### config.mk
export PLATFORM = sky130hd
export DESIGN_NAME = prbs_frame_ctrl
export DESIGN_NICKNAME = d
export VERILOG_FILES = /design/src/rtl/prbs_frame_ctrl.sv
export SDC_FILE = /design/constraint.sdc
export NUM_CORES = 1
export LEC_CHECK = 0
export ABC_CLOCK_PERIOD_IN_PS = 2200
export BUFFER_PORTS_ARGS = -buffer_cell sky130_fd_sc_hd__buf_2
export CAP_MARGIN = 20
export CORE_MARGIN = 3
export CORE_UTILIZATION = 40
export CTS_CLUSTER_SIZE = 24
export DETAILED_ROUTE_END_ITERATION = 8
export GPL_TIMING_DRIVEN = 0
export PLACE_DENSITY = 0.78
export RECOVER_POWER = 50
export SLEW_MARGIN = 0
export SYNTH_ARGS = -nofsm -noshare
export SYNTH_HDL_FRONTEND = slang
export SYNTH_SLANG_ARGS = --single-unit
### constraint.sdc
create_clock -name clk -period 2.2 [get_ports clk]
set_input_delay 0.11 -clock clk [delete_from_list [all_inputs] [get_ports clk]]
set_output_delay 0.11 -clock clk [all_outputs]
set_load 0.02 [all_outputs]
### src/rtl/prbs_frame_ctrl.sv
// rtl/prbs_frame_ctrl.sv - frame sequencer owning the 15-bit PRBS scrambler load/en/seed controls
`timescale 1ns/1ps
module prbs_frame_ctrl #(
  parameter int FRAME_LEN = 96,
  parameter int SEED_W    = 15
) (
  input  logic              clk,
  input  logic              reset,
  input  logic              start,
  input  logic [SEED_W-1:0] seed_in,
  input  logic              abort,
  input  logic              in_valid,
  input  logic              in_bit,
  output logic              in_ready,
  output logic              prbs_load,
  output logic              prbs_en,
  output logic [SEED_W-1:0] prbs_seed,
  output logic              prbs_data_in,
  input  logic              prbs_data_out,
  output logic              out_valid,
  output logic              out_bit,
  output logic              busy,
  output logic              done,
  output logic              seed_err,
  output logic [6:0]        bit_cnt,
  output logic [7:0]        frame_cnt
);

  typedef enum logic [1:0] {S_IDLE, S_LOAD, S_RUN, S_DONE} state_e;

  localparam logic [6:0] LAST_IDX = 7'(FRAME_LEN - 1);

  state_e            state_q, state_d;
  logic [SEED_W-1:0] seed_q, seed_d;
  logic [6:0]        bit_cnt_q, bit_cnt_d;
  logic [7:0]        frame_cnt_q, frame_cnt_d;
  logic              seed_err_q, seed_err_d;
  logic              start_ok, start_bad, xfer;

  assign start_ok  = (state_q == S_IDLE) && start && (seed_in != '0);
  assign start_bad = (state_q == S_IDLE) && start && (seed_in == '0);
  // abort wins over the handshake: the scrambler must not advance in an aborted cycle
  assign xfer      = (state_q == S_RUN) && in_valid && !abort;

  always_ff @(posedge clk) begin
    if (!reset) begin
      state_q <= S_IDLE;
    end else begin
      state_q <= state_d;
    end
  end

  always_comb begin
    state_d = state_q;
    case (state_q)
      S_IDLE: if (start_ok) state_d = S_LOAD;
      S_LOAD: state_d = abort ? S_IDLE : S_RUN;
      S_RUN: begin
        if (abort) begin
          state_d = S_IDLE;
        end else if (xfer && (bit_cnt_q == LAST_IDX)) begin
          state_d = S_DONE;
        end
      end
      S_DONE: state_d = S_IDLE;
      default: state_d = S_IDLE;
    endcase
  end

  always_comb begin
    in_ready  = (state_q == S_RUN) && !abort;
    prbs_load = (state_q == S_LOAD);
    prbs_en   = xfer;
    out_valid = xfer;
    out_bit   = xfer & prbs_data_out;
    busy      = (state_q == S_LOAD) || (state_q == S_RUN);
    done      = (state_q == S_DONE);
  end

  always_comb begin
    seed_d      = seed_q;
    bit_cnt_d   = bit_cnt_q;
    frame_cnt_d = frame_cnt_q;
    seed_err_d  = start_bad;
    if (start_ok) begin
      seed_d    = seed_in;
      bit_cnt_d = '0;
    end
    if (xfer) begin
      bit_cnt_d = bit_cnt_q + 7'd1;
    end
    if (state_q == S_DONE) begin
      frame_cnt_d = frame_cnt_q + 8'd1;
    end
  end

  always_ff @(posedge clk) begin
    if (!reset) begin
      seed_q      <= '0;
      bit_cnt_q   <= '0;
      frame_cnt_q <= '0;
      seed_err_q  <= 1'b0;
    end else begin
      seed_q      <= seed_d;
      bit_cnt_q   <= bit_cnt_d;
      frame_cnt_q <= frame_cnt_d;
      seed_err_q  <= seed_err_d;
    end
  end

  assign prbs_seed    = seed_q;
  assign prbs_data_in = in_bit;
  assign bit_cnt      = bit_cnt_q;
  assign frame_cnt    = frame_cnt_q;
  assign seed_err     = seed_err_q;

endmodule

* Yosys cells after proc, flatten, opt, wreduce, memory -nomap -nowiden *
Cells that the tools add are included.

word-level totals
  bits in latches = 0
  output and inout bits = 39
  input port bits = 22
  memories kept = 0
  logic and storage cells = 35
  ROM bits = 0
  RAM bits = 0
  register bits = 33

operators by class
  multiplexer cells = 7
  divide/modulo/power cells = 0
  eq/ne operators = 6
  add/subtract/negate cells = 2
  magnitude comparators = 0
  shift operators = 0
  bitwise logic cells = 1
  multiply operators = 0
  reduce and logical (&&, ||, !) cells = 14

operators with widths
  kind                 number
  $logic_not 15->1     1
  $reduce_bool 15->1   1
  $mux 7               2
  $add 8x1->8 const B  1
  $mux 2               4
  $pmux 2 s4           1
  $add 7x1->7 const B  1
  $eq 7x7->1 const B   1
  $logic_and 1x1->1    7
  $eq 2x2->1 const B   2
  $ne 3x3->1 const B   1
  $eq 2x1->1 const B   1
  $logic_not 2->1      1
  $ne 2x2->1 const B   1
  $reduce_and 2->1     1
  $reduce_bool 2->1    1
  $and 1x1->1          1
  $logic_not 1->1      1
  $logic_or 1x1->1     1

* Logic depth before layout (Yosys ltp) *
Gate-level depths: netlist of run 1.

  depth after elaboration = 7
  mapped depth = 7
  mapped depth without buffers = 6

* Least setup slack after synthesis of run 1 *
Ideal clock, no wire load.

  path type = reg-to-reg
  from = register state_q[1]
  to = register state_q[0]
  stages on the path, launching flop included = 7
  path buffers = 0
  data arrival time = 1.789 ns
  clock period less this slack = 1.912 ns
  data required time = 2.077 ns
  path slack = 0.288 ns
  library setup time = 0.123 ns
  path through = dfxtp_1 -> inv_1 -> ha_1 -> or4b_2 -> or4_1 -> nand4_1 -> a21oi_1

on the way
  longest elaborated chain between the ends = 6
  elaborated cells between the ends (all ways) = 13
  those cells by class = eq/ne (5); mux (1); reduce/logical (7)

ends and longest elaborated chain
  item                               line    source
  start, declared                    33      state_e state_q, state_d;
  start signal, assigned             49      state_q <= state_d;
  $eq 2x2->1                         43, 55
  $logic_and 1x1->1 (2 in a row)     43      assign xfer = (state_q == S_RUN) && in_valid && !abort;
  $logic_and 1x1->1                  61      end else if (xfer && (bit_cnt_q == LAST_IDX)) begin
  $ne 3x3->1 (no source line)        --
  $reduce_and 2->1 (no source line)  --

Parallel ways exist; a longest one is shown, timed or not.
A chain may end at the register's enable or synchronous reset.

* Final worst setup path of run 1 *
Same ends and word-level chain as after synthesis.

==> run metrics, run 1 <==
die span in x=70.7 um; endpoint class of the critical path=register; wl on met1=1.75 mm; vias per std cell=5.24; CTS tree=yes; utilization after layout=0.537; VDD IR max=0.480 mV; Synth-to-Final Area Change=23.6%; xor-xnor portion of the synthesized cell area=0.0262; layout cells sized above 1=0.161; Yosys top cell area share=0.395; Layout Nets=283; Fillers=405; syn nets=217; Post-Syn Area=1670 um2; antenna cell count=0; Setup CP Type=reg2reg; cell accounting for the most synthesized area=dfxtp_1; pre-CTS setup slack=0.129 ns; PD cells=707 nW/um2; CTS clock-pin slew for the worst setup and hold paths=0.07 ns; first-pass GRT wire length=6.77 mm; Setup violations, final=0; max-cap violations=0; Die Ht=70.7 um; Worst EP arrival=2.27 ns; combinational family with the most area after synthesis=simple AND/OR/NAND/NOR gates; fraction of the yosys area taken by sequential cells=0.395; Fin Setup TNS=0 ns; Synth Area in Adders=0.0524; Synth Register Bits=33; worst hold path class=in2reg; largest net degree at the start of global routing=11; CTS buffer count=5; Total GRT Usage=0.169; Max Freq=476 MHz; Rel. slew slack=0.679; Worst Path Required=2.37 ns; initial DRC count=74; clock root cell=clkbuf_8; Final Cycle Share=0.955; final worst path period need=2.10 ns; met2 WL=1.88 mm; vias in the first global route=1473; R2R Setup Slk=0.1 ns; RSZ-0062 raised after global routing=false; num ports=61; Clock Sinks=33; min setup slack post-route=0.0987 ns; met3 wire len=363 um; multi-input logic area=928 um2; Distinct cells, synth=39; # H-tree levels=2; die area=4990 um2; YS warnings=0; async set or reset register ratio after synthesis=0; Worst Clk Skew=0.00463 ns; mean area per synthesized cell=8.90 um2; Synth area leaders=dfxtp_1 39%, mux2i_1 9.6%, nand2_1 9.0%; worst-margin pin slew=0.481 ns; HP Start=seed_in[6]; cells after synthesis=188; Post-DP HPWL=3.00 mm; reg2reg start=state_q[1]; final max-slew violation count=0; row count=22; area fraction in compound gates after synthesis=0.103; WHS=0.0743 ns; Startpoint Class=register; Clock Path Buffers=2; Port Buffers=59; routability cong.=0.837; Final Hold Fails=0; first drt pass iteration count=4; peak fanout along the critical path=5; Top Layer Used=met4; Post-synth EDFFs=0; total wire length=4.06 mm; via count=1588; leak pwr=0.849 nW; most frequent cell after synthesis=nand2_1; Pwr Total=1.46 mW; post-synthesis simple-gate area fraction=0.276; most frequent cells after synthesis=40 x nand2_1, 33 x dfxtp_1, 16 x mux2i_1, 9 x clkbuf_1, 8 x nand4_1; mux share of post-synthesis cell area=0.0957; DR DRC count=0; post-route ant nets=0; predominant post-synthesis flop cell=dfxtp_1; Setup crit start=state_q[1]; initial antenna violation count=0; number of setup buffers added after CTS=0; run status=completed; drt wl/cell=13.4 um; Initial Util=0.434; clk_lat worst skew=0.28 ns; core box area=3850 um2; total grt overflow=0; FF/Latch Area=661 um2
## per-layer routing
metal	vias to the layer above	track usage
met5	-	0
met3	6	0.0682
met1	736	0.211
met2	51	0.268
met4	0	0.0501
li1	795	-
## metrics by stage
step                      instances  area, um2
after detailed placement        295       2030
after CTS                       303       2110
final                           303       2070
after global routing            303       2070
after global placement          295       2030
after floorplan                 188       1670
## report_power, final
part           total, mW  switching (mW)  internal [mW]
logic              0.351           0.219          0.132
clock network      0.440           0.215          0.225
registers          0.671          0.0284          0.643
total               1.46           0.463           1.00
## final timing paths
check / end / cells past startpoint
setup / recovery: state_q[0] / 6
hold / removal: prbs_seed[6] / 3
setup reg to reg: state_q[0] / 6
hold reg to reg: prbs_seed[5] / 2
## cells by family (layout without fill, tap and decap cells)
family,count (synthesis),count (layout)
and+or+nand+nor,88,88
DFF,33,33
AOI/OAI and AO/OA,22,22
buffers and inverters,17,84
muxes,16,16
adders and majority gates,7,7
xor gates and xnor gates,5,5
## cell type report
| type | instances | area share |
|---|---|---|
| multi-input cells | 138 | 0.449 |
| repair buffers | 59 | 0.122 |
| inverters | 4 | 0.00726 |
| clock buffers | 8 | 0.0387 |
| flip-flops and latches | 33 | 0.319 |
| well taps | 48 | 0.0290 |
| plain buffers | 13 | 0.0345 |
## registers in the layout, indices dropped and copies added, names as in the netlist
register   count
state_q        2
bit_cnt        7
prbs_seed     15
seed_err       1
frame_cnt      8
## cell usage in the layout (no fill, tap or decap), types with 2 or more instances in the layout
cell / netlist / layout
clkbuf_1: 9 / 46
nand2_1: 40 / 40
dfxtp_1: 33 / 33
buf_2: 0 / 25
mux2i_1: 16 / 16
nand4_1: 8 / 8
nand3_1: 6 / 6
ha_1: 7 / 6
o21ai_1: 5 / 5
clkbuf_8: 0 / 5
nor2b_1: 4 / 4
inv_1: 4 / 4
and3_1: 4 / 4
nor2_1: 4 / 4
xnor2_1: 4 / 4
and2_1: 5 / 4
or3_1: 3 / 3
nand3b_1: 2 / 2
or4_4: 2 / 2
or4_1: 2 / 2
buf_6: 2 / 2
a311o_1: 2 / 2
nor3b_1: 2 / 2
o311ai_1: 2 / 2
nor4bb_1: 2 / 2
a31oi_1: 2 / 2
o21ai_0: 2 / 2
a21boi_0: 2 / 2
buf_4: 2 / 2
## critical path: stages, from the launching register on
cell and delay [ns]:
dfxtp_1 0.36, inv_1 0.12, ha_2 0.23, or4b_2 0.60, or4_1 0.49, nand4_1 0.13
a21oi_1 0.06
## what timing repair did
item	4_1_cts	5_1_grt
hold endpoints to repair	0	0
setup endpoints to repair	0	1
hold buffers	0	0
resized for setup	0	1
No activity file was read; power rests on OpenSTA's default activity.
==> inputs of run 2 (changes only) <==
Settings changed: ABC_AREA set to 1.
==> run 2 against run 1 <==
  * Synthesized cell count increased by 12%
  * Clock skew up 0.00071 ns
  * Die area down 4.9%
  * Largest cell class unchanged
  * Combinational power grew 79%
  * Via count down 0.19%
  * Utilization fell by 0.79 points
  * Register-to-register slack gained 0.54 ns
  * Sequential cell count is the same
  * Critical path type is now reg2out
==> run metrics, run 2 <==
YS warnings=0 (unchanged); vias in the first global route=1256 (-15%); vias per std cell=4.88 (-6.9%); drt wl/cell=11.2 um (-17%); Net Sw Power=648 uW (+40%); final instance area=1980 um2 (-4.3%); via count=1585 (-0.19%); most frequent cells after synthesis=40 x nand2_1, 33 x dfxtp_1, 25 x nor2_1, 23 x a21oi_1, 23 x nand3_1; DR DRC count=0 (unchanged); HP Start=start; final worst path period need=1.91 ns (-0.193 ns); Synth Register Bits=33 (unchanged); met2 WL=1.63 mm (-13%); Net Sw Frac=0.368 (+0.0516); final max-slew violation count=0 (unchanged); wl on met1=1.66 mm (-5.6%); met3 wire len=303 um (-17%); PD cells=890 nW/um2 (+26%); antenna cell count=0 (unchanged); most frequent cell after synthesis=nand2_1; xor-xnor portion of the synthesized cell area=0 (-0.0262); CTS clock-pin slew for the worst setup and hold paths=0.06 ns (about the same); CTS tree=yes; CP max-delay cell=dfxtp_1; Fin Setup TNS=0 ns (unchanged); VDD IR max=0.554 mV (+15%); Initial Util=0.423 (-0.0110); fraction of the yosys area taken by sequential cells=0.417 (+0.0221); endpoint class of the critical path=output pin; run status=completed; worst-margin pin slew=0.498 ns (+0.0170 ns); WHS=0.102 ns (+0.0273 ns); clk_lat worst skew=0.27 ns (about the same); FF/Latch Area=661 um2 (unchanged); Worst Path Required=2.09 ns (-0.28 ns); Flop pwr share=0.405 (-0.054); worst hold endpoint=seed_err; internal power=1.11 mW (+11%); Post-synth EDFFs=0 (unchanged); Worst EP arrival=1.80 ns (-0.47 ns); commonest cells after routing, fill and taps aside=40 x nand2_1, 38 x clkbuf_1, 33 x dfxtp_1; Clock Path Buffers=2 (unchanged); Layout Nets=305 (+7.8%); Die Ht=68.9 um (-2.5%); layout cells sized above 1=0.199 (+0.0378); cts repair resizes=0 (unchanged); CTS buffer count=5 (unchanged); CP dominant cell by count=inv_1; Max Freq=524 MHz (+10%); clock root cell=clkbuf_8; Startpoint Class=register; hold path cells=3 (unchanged); RSZ-0062 raised after global routing=false; multi-input logic area=801 um2 (-14%); core box area=3740 um2 (-2.9%); die span in x=68.9 um (-2.5%); Post-DP Area=1940 um2 (-4.4%); Post-CTS Hold Buffers=0 (unchanged); num ports=61 (unchanged); Fillers=410 (+1.2%); routability cong.=0.776 (-7.2%); Final Hold Fails=0 (unchanged); crit-path cells=inv_1 -> ha_1 -> inv_1 -> nor2_4 -> nand2_2 -> inv_1 -> buf_4 -> buf_2; predominant post-synthesis flop cell=dfxtp_1; commonest non-fill, non-tap cell in the layout=nand2_1; total grt overflow=0 (unchanged); Top Layer Used=met4; die area=4750 um2 (-4.9%); Setup violations, final=0 (unchanged); Distinct cells, synth=23 (-41%); mean area per synthesized cell=7.54 um2 (-15%); CP max stage delay=0.39 ns (-0.21 ns); first drt pass iteration count=4 (unchanged); Post-Syn Area=1580 um2 (-5.3%); largest net degree at the start of global routing=11 (unchanged); Final Cycle Share=0.867 (-0.0879); max-cap violations=0 (unchanged); mux share of post-synthesis cell area=0 (-0.0957); row count=22 (unchanged); cell accounting for the most synthesized area=dfxtp_1; Combinational Power Share=0.356 (+0.116); Clock power frac=0.239 (-0.062); R2R Setup Slk=0.64 ns (+0.54 ns); total wire length=3.62 mm (-11%); max reg flops=15 (unchanged); Synth area leaders=dfxtp_1 42%, nand2_1 9.5%, a21oi_1 7.3%; syn nets=239 (+10%); Synth-to-Final Area Change=25.0%; combinational family with the most area after synthesis=simple AND/OR/NAND/NOR gates; post-synthesis simple-gate area fraction=0.321 (+0.0455); post-route ant nets=0 (unchanged); Port Buffers=59 (unchanged); async set or reset register ratio after synthesis=0 (unchanged); Clock Sinks=33 (unchanged); Worst Clk Skew=0.00535 ns (+0.000713 ns); area fraction in compound gates after synthesis=0.129 (+0.0255); number of setup buffers added after CTS=0 (unchanged); worst hold path class=in2reg; Worst Reg-to-Reg Cells=8 (+2); leak pwr=0.813 nW (-4.3%); Setup CP Type=reg2out; RR Endpoint=bit_cnt[0]; initial DRC count=88 (+19%); peak fanout along the critical path=10 (+5); initial antenna violation count=0 (unchanged); Synth Area in Adders=0.0553 (+0.00294); CP delay by family, top=buffers and inverters; Yosys top cell area share=0.417 (+0.0221); cells after synthesis=210 (+12%); reg2reg start=state_q[0]; Rel. slew slack=0.668 (-0.0113); # H-tree levels=2 (unchanged); Post-DP HPWL=2.79 mm (-6.8%); first-pass GRT wire length=5.42 mm (-20%); CP bufs+invs=5 (+4); Total GRT Usage=0.152 (-0.0170)
run 2: cell count changes in the layout (fill, tap and decap cells not counted), moves of 5 or more:
cell,previous run,this run
clkbuf_1,46,38
a21oi_1,1,23
nor2_1,4,25
o21ai_0,2,8
a21oi_2,0,5
nand4_1,8,3
inv_1,4,16
mux2i_1,16,0
nand3_1,6,23
run 2: worst max path at each step:
stage,start,endpoint,slack [ns],depth (start not counted)
after global routing,state_q[0],prbs_en,0.18,8
after global placement,state_q[0],prbs_en,0.60,8
final,state_q[0],prbs_en,0.29,8
after CTS,state_q[0],prbs_en,0.26,8
after detailed placement,state_q[0],prbs_en,0.57,8
after floorplan,state_q[0],bit_cnt[5],0.62,8
run 2: final cells by class:
cell class,count,area share
multi-input cells,152,0.405
flip-flops and latches,33,0.334
repair buffers,59,0.129
clock buffers,8,0.0405
plain buffers,9,0.0316
inverters,16,0.0303
well taps,48,0.0303
run 2: worst register-to-register path, delay by kind of cell (launching register included):
family	cells	cell delay [ns]
flops	1	0.39
compound gates	2	0.24
buf+inv	3	0.39
fa+ha+maj	1	0.21
simple gates	2	0.24
run 2: cells by family (layout without fill, tap and decap cells):
kind of cell | count (synthesis) | count (layout)
and+or+nand+nor | 108 | 108
AOI/OAI and AO/OA | 37 | 37
buffers and inverters | 25 | 92
adders and majority gates | 7 | 7
DFF | 33 | 33
run 2: through the flow:
step	total power, mW	util	setup slack [ns]	cells
2_1_floorplan	1.20	-	0.623	210
3_3_place_gp	1.36	0.518	0.598	317
3_5_place_dp	1.38	0.518	0.567	317
4_1_cts	1.80	0.539	0.265	325
5_1_grt	1.89	0.529	0.179	325
6_report	1.76	0.529	0.292	325
run 2: power by group through the flow:
stage	combinational (mW)	sequential, mW	clock (mW)
after global placement	0.639	0.723	0
after CTS	0.654	0.712	0.436
after global routing	0.705	0.722	0.464
after detailed placement	0.650	0.725	0
after floorplan	0.415	0.783	0
final	0.627	0.714	0.421
run 2: layer usage:
metal,vias to the layer above,track usage
met1,705,0.190
met4,0,0.0511
met5,-,0
met3,4,0.0470
li1,823,-
met2,53,0.246
==> inputs of run 3 (changes only) <==
Settings changed: CORE_ASPECT_RATIO set to 0.75.
==> run 3 against run 2 <==
  * Clock power up 4.8%
  * Power up 1.4%
  * Sequential cell count unchanged
  * Die area up 0.17%
  * Clock skew down 0.0016 ns
  * Non-clock buffer count unchanged
  * Critical endpoint unchanged
==> run metrics, run 3 (synthesis gave the netlist of run 2 again) <==
commonest non-fill, non-tap cell in the layout=nand2_1; max reg flops=15 (unchanged); cts repair resizes=0 (unchanged); Worst Path Required=2.09 ns (about the same); final worst path period need=1.97 ns (+0.0605 ns); leak pwr=0.818 nW (+0.67%); clock root cell=clkbuf_8; number of setup buffers added after CTS=0 (unchanged); vias per std cell=4.85 (-0.59%); die area=4760 um2 (+0.17%); worst hold path class=in2reg; Total GRT Usage=0.162 (+0.0105); row count=19 (-14%); commonest cells after routing, fill and taps aside=40 x nand2_1, 36 x clkbuf_1, 33 x dfxtp_1; first drt pass iteration count=4 (unchanged); Die Ht=60.5 um (-12%); RSZ-0062 raised after global routing=false; DR DRC count=0 (unchanged); Initial Util=0.424 (+0.00128); Worst Clk Skew=0.00375 ns (-0.00160 ns); final max-slew violation count=0 (unchanged); Post-DP HPWL=2.80 mm (+0.18%); Fin Setup TNS=0 ns (unchanged); antenna cell count=0 (unchanged); peak fanout along the critical path=10 (unchanged); VDD IR max=0.559 mV (+0.92%); CTS tree=yes; Setup violations, final=0 (unchanged); Port Buffers=59 (unchanged); clk_lat worst skew=0.28 ns (about the same); initial DRC count=84 (-4.5%); worst-margin pin slew=0.475 ns (-0.0224 ns); first-pass GRT wire length=6.01 mm (+11%); routability cong.=0.876 (+13%); largest net degree at the start of global routing=11 (unchanged); run status=completed; # H-tree levels=2 (unchanged); Max Freq=508 MHz (-3.1%); Layout Nets=305 (unchanged); CTS clock-pin slew for the worst setup and hold paths=0.07 ns (about the same); post-route ant nets=0 (unchanged); drt wl/cell=11.4 um (+2.3%); max-cap violations=0 (unchanged); endpoint class of the critical path=output pin; core box area=3730 um2 (-0.30%); Synth-to-Final Area Change=25.4%; Clock Path Buffers=2 (unchanged); Final Cycle Share=0.895 (+0.0275); layout cells sized above 1=0.206 (+0.00722); Final Hold Fails=0 (unchanged); Setup CP Type=reg2out; Rel. slew slack=0.683 (+0.0149); via count=1595 (+0.63%); Startpoint Class=register; total grt overflow=0 (unchanged); CTS buffer count=5 (unchanged); die span in x=78.7 um (+14%); num ports=61 (unchanged); vias in the first global route=1374 (+9.4%); total wire length=3.75 mm (+3.6%); PD cells=899 nW/um2 (+1.0%); Worst EP arrival=1.86 ns (+0.06 ns); Post-CTS Hold Buffers=0 (unchanged); Clock Sinks=33 (unchanged); utilization after layout=0.532 (+0.00361); initial antenna violation count=0 (unchanged)
## run 3: metrics by stage
step / area, um2 / setup slack, ns / total power, mW / instances / hold slack [ns]
final: 1990 / 0.231 / 1.79 / 329 / 0.0906
after CTS: 2030 / 0.223 / 1.81 / 329 / 0.0897
after global placement: 1940 / 0.569 / 1.36 / 321 / 0.397
after floorplan: 1580 / 0.623 / 1.20 / 210 / 0.248
after global routing: 1990 / 0.0948 / 1.91 / 329 / 0.103
after detailed placement: 1940 / 0.532 / 1.37 / 321 / 0.399
## run 3: critical path, stage by stage (launching register included)
cell and delay [ns]:
dfxtp_1 0.34, inv_1 0.11, ha_1 0.17, inv_1 0.06, nor2_4 0.14, nand2_2 0.18
inv_1 0.27, buf_4 0.16, buf_2 0.15
## run 3: power by group
part | switching, mW | internal (mW) | total (mW)
sequential | 0.0472 | 0.666 | 0.713
combinational | 0.411 | 0.221 | 0.633
clock | 0.221 | 0.219 | 0.441
## run 3: cell type report
class	count	area, um2
Fill cell	387	1750
Multi-Input combinational cell	152	801
Sequential cell	33	661
Timing Repair Buffer	59	255
Clock buffer	6	72.6
Tap cell	52	65.1
Buffer	9	62.6
Inverter	16	60.1
Clock inverter	2	10.0
## run 3: path summary, 6_finish.rpt
path,from,to,slack [ns],depth (start not counted)
setup / recovery,state_q[0],prbs_en,0.23,8
hold / removal,reset,bit_cnt[0],0.09,3
setup reg to reg,state_q[0],bit_cnt[5],0.59,8
hold reg to reg,prbs_seed[1],prbs_seed[1],0.46,2
## run 3: routing by layer
metal / GRT usage / vias to the layer above / part of all wire / wire (um)
met4: 0.0698 / 0 / 0.011 / 42
met2: 0.235 / 57 / 0.43 / 1600
met5: 0 / - / 0 / 0
li1: - / 821 / - / -
met1: 0.221 / 710 / 0.47 / 1780
met3: 0.0564 / 7 / 0.089 / 335
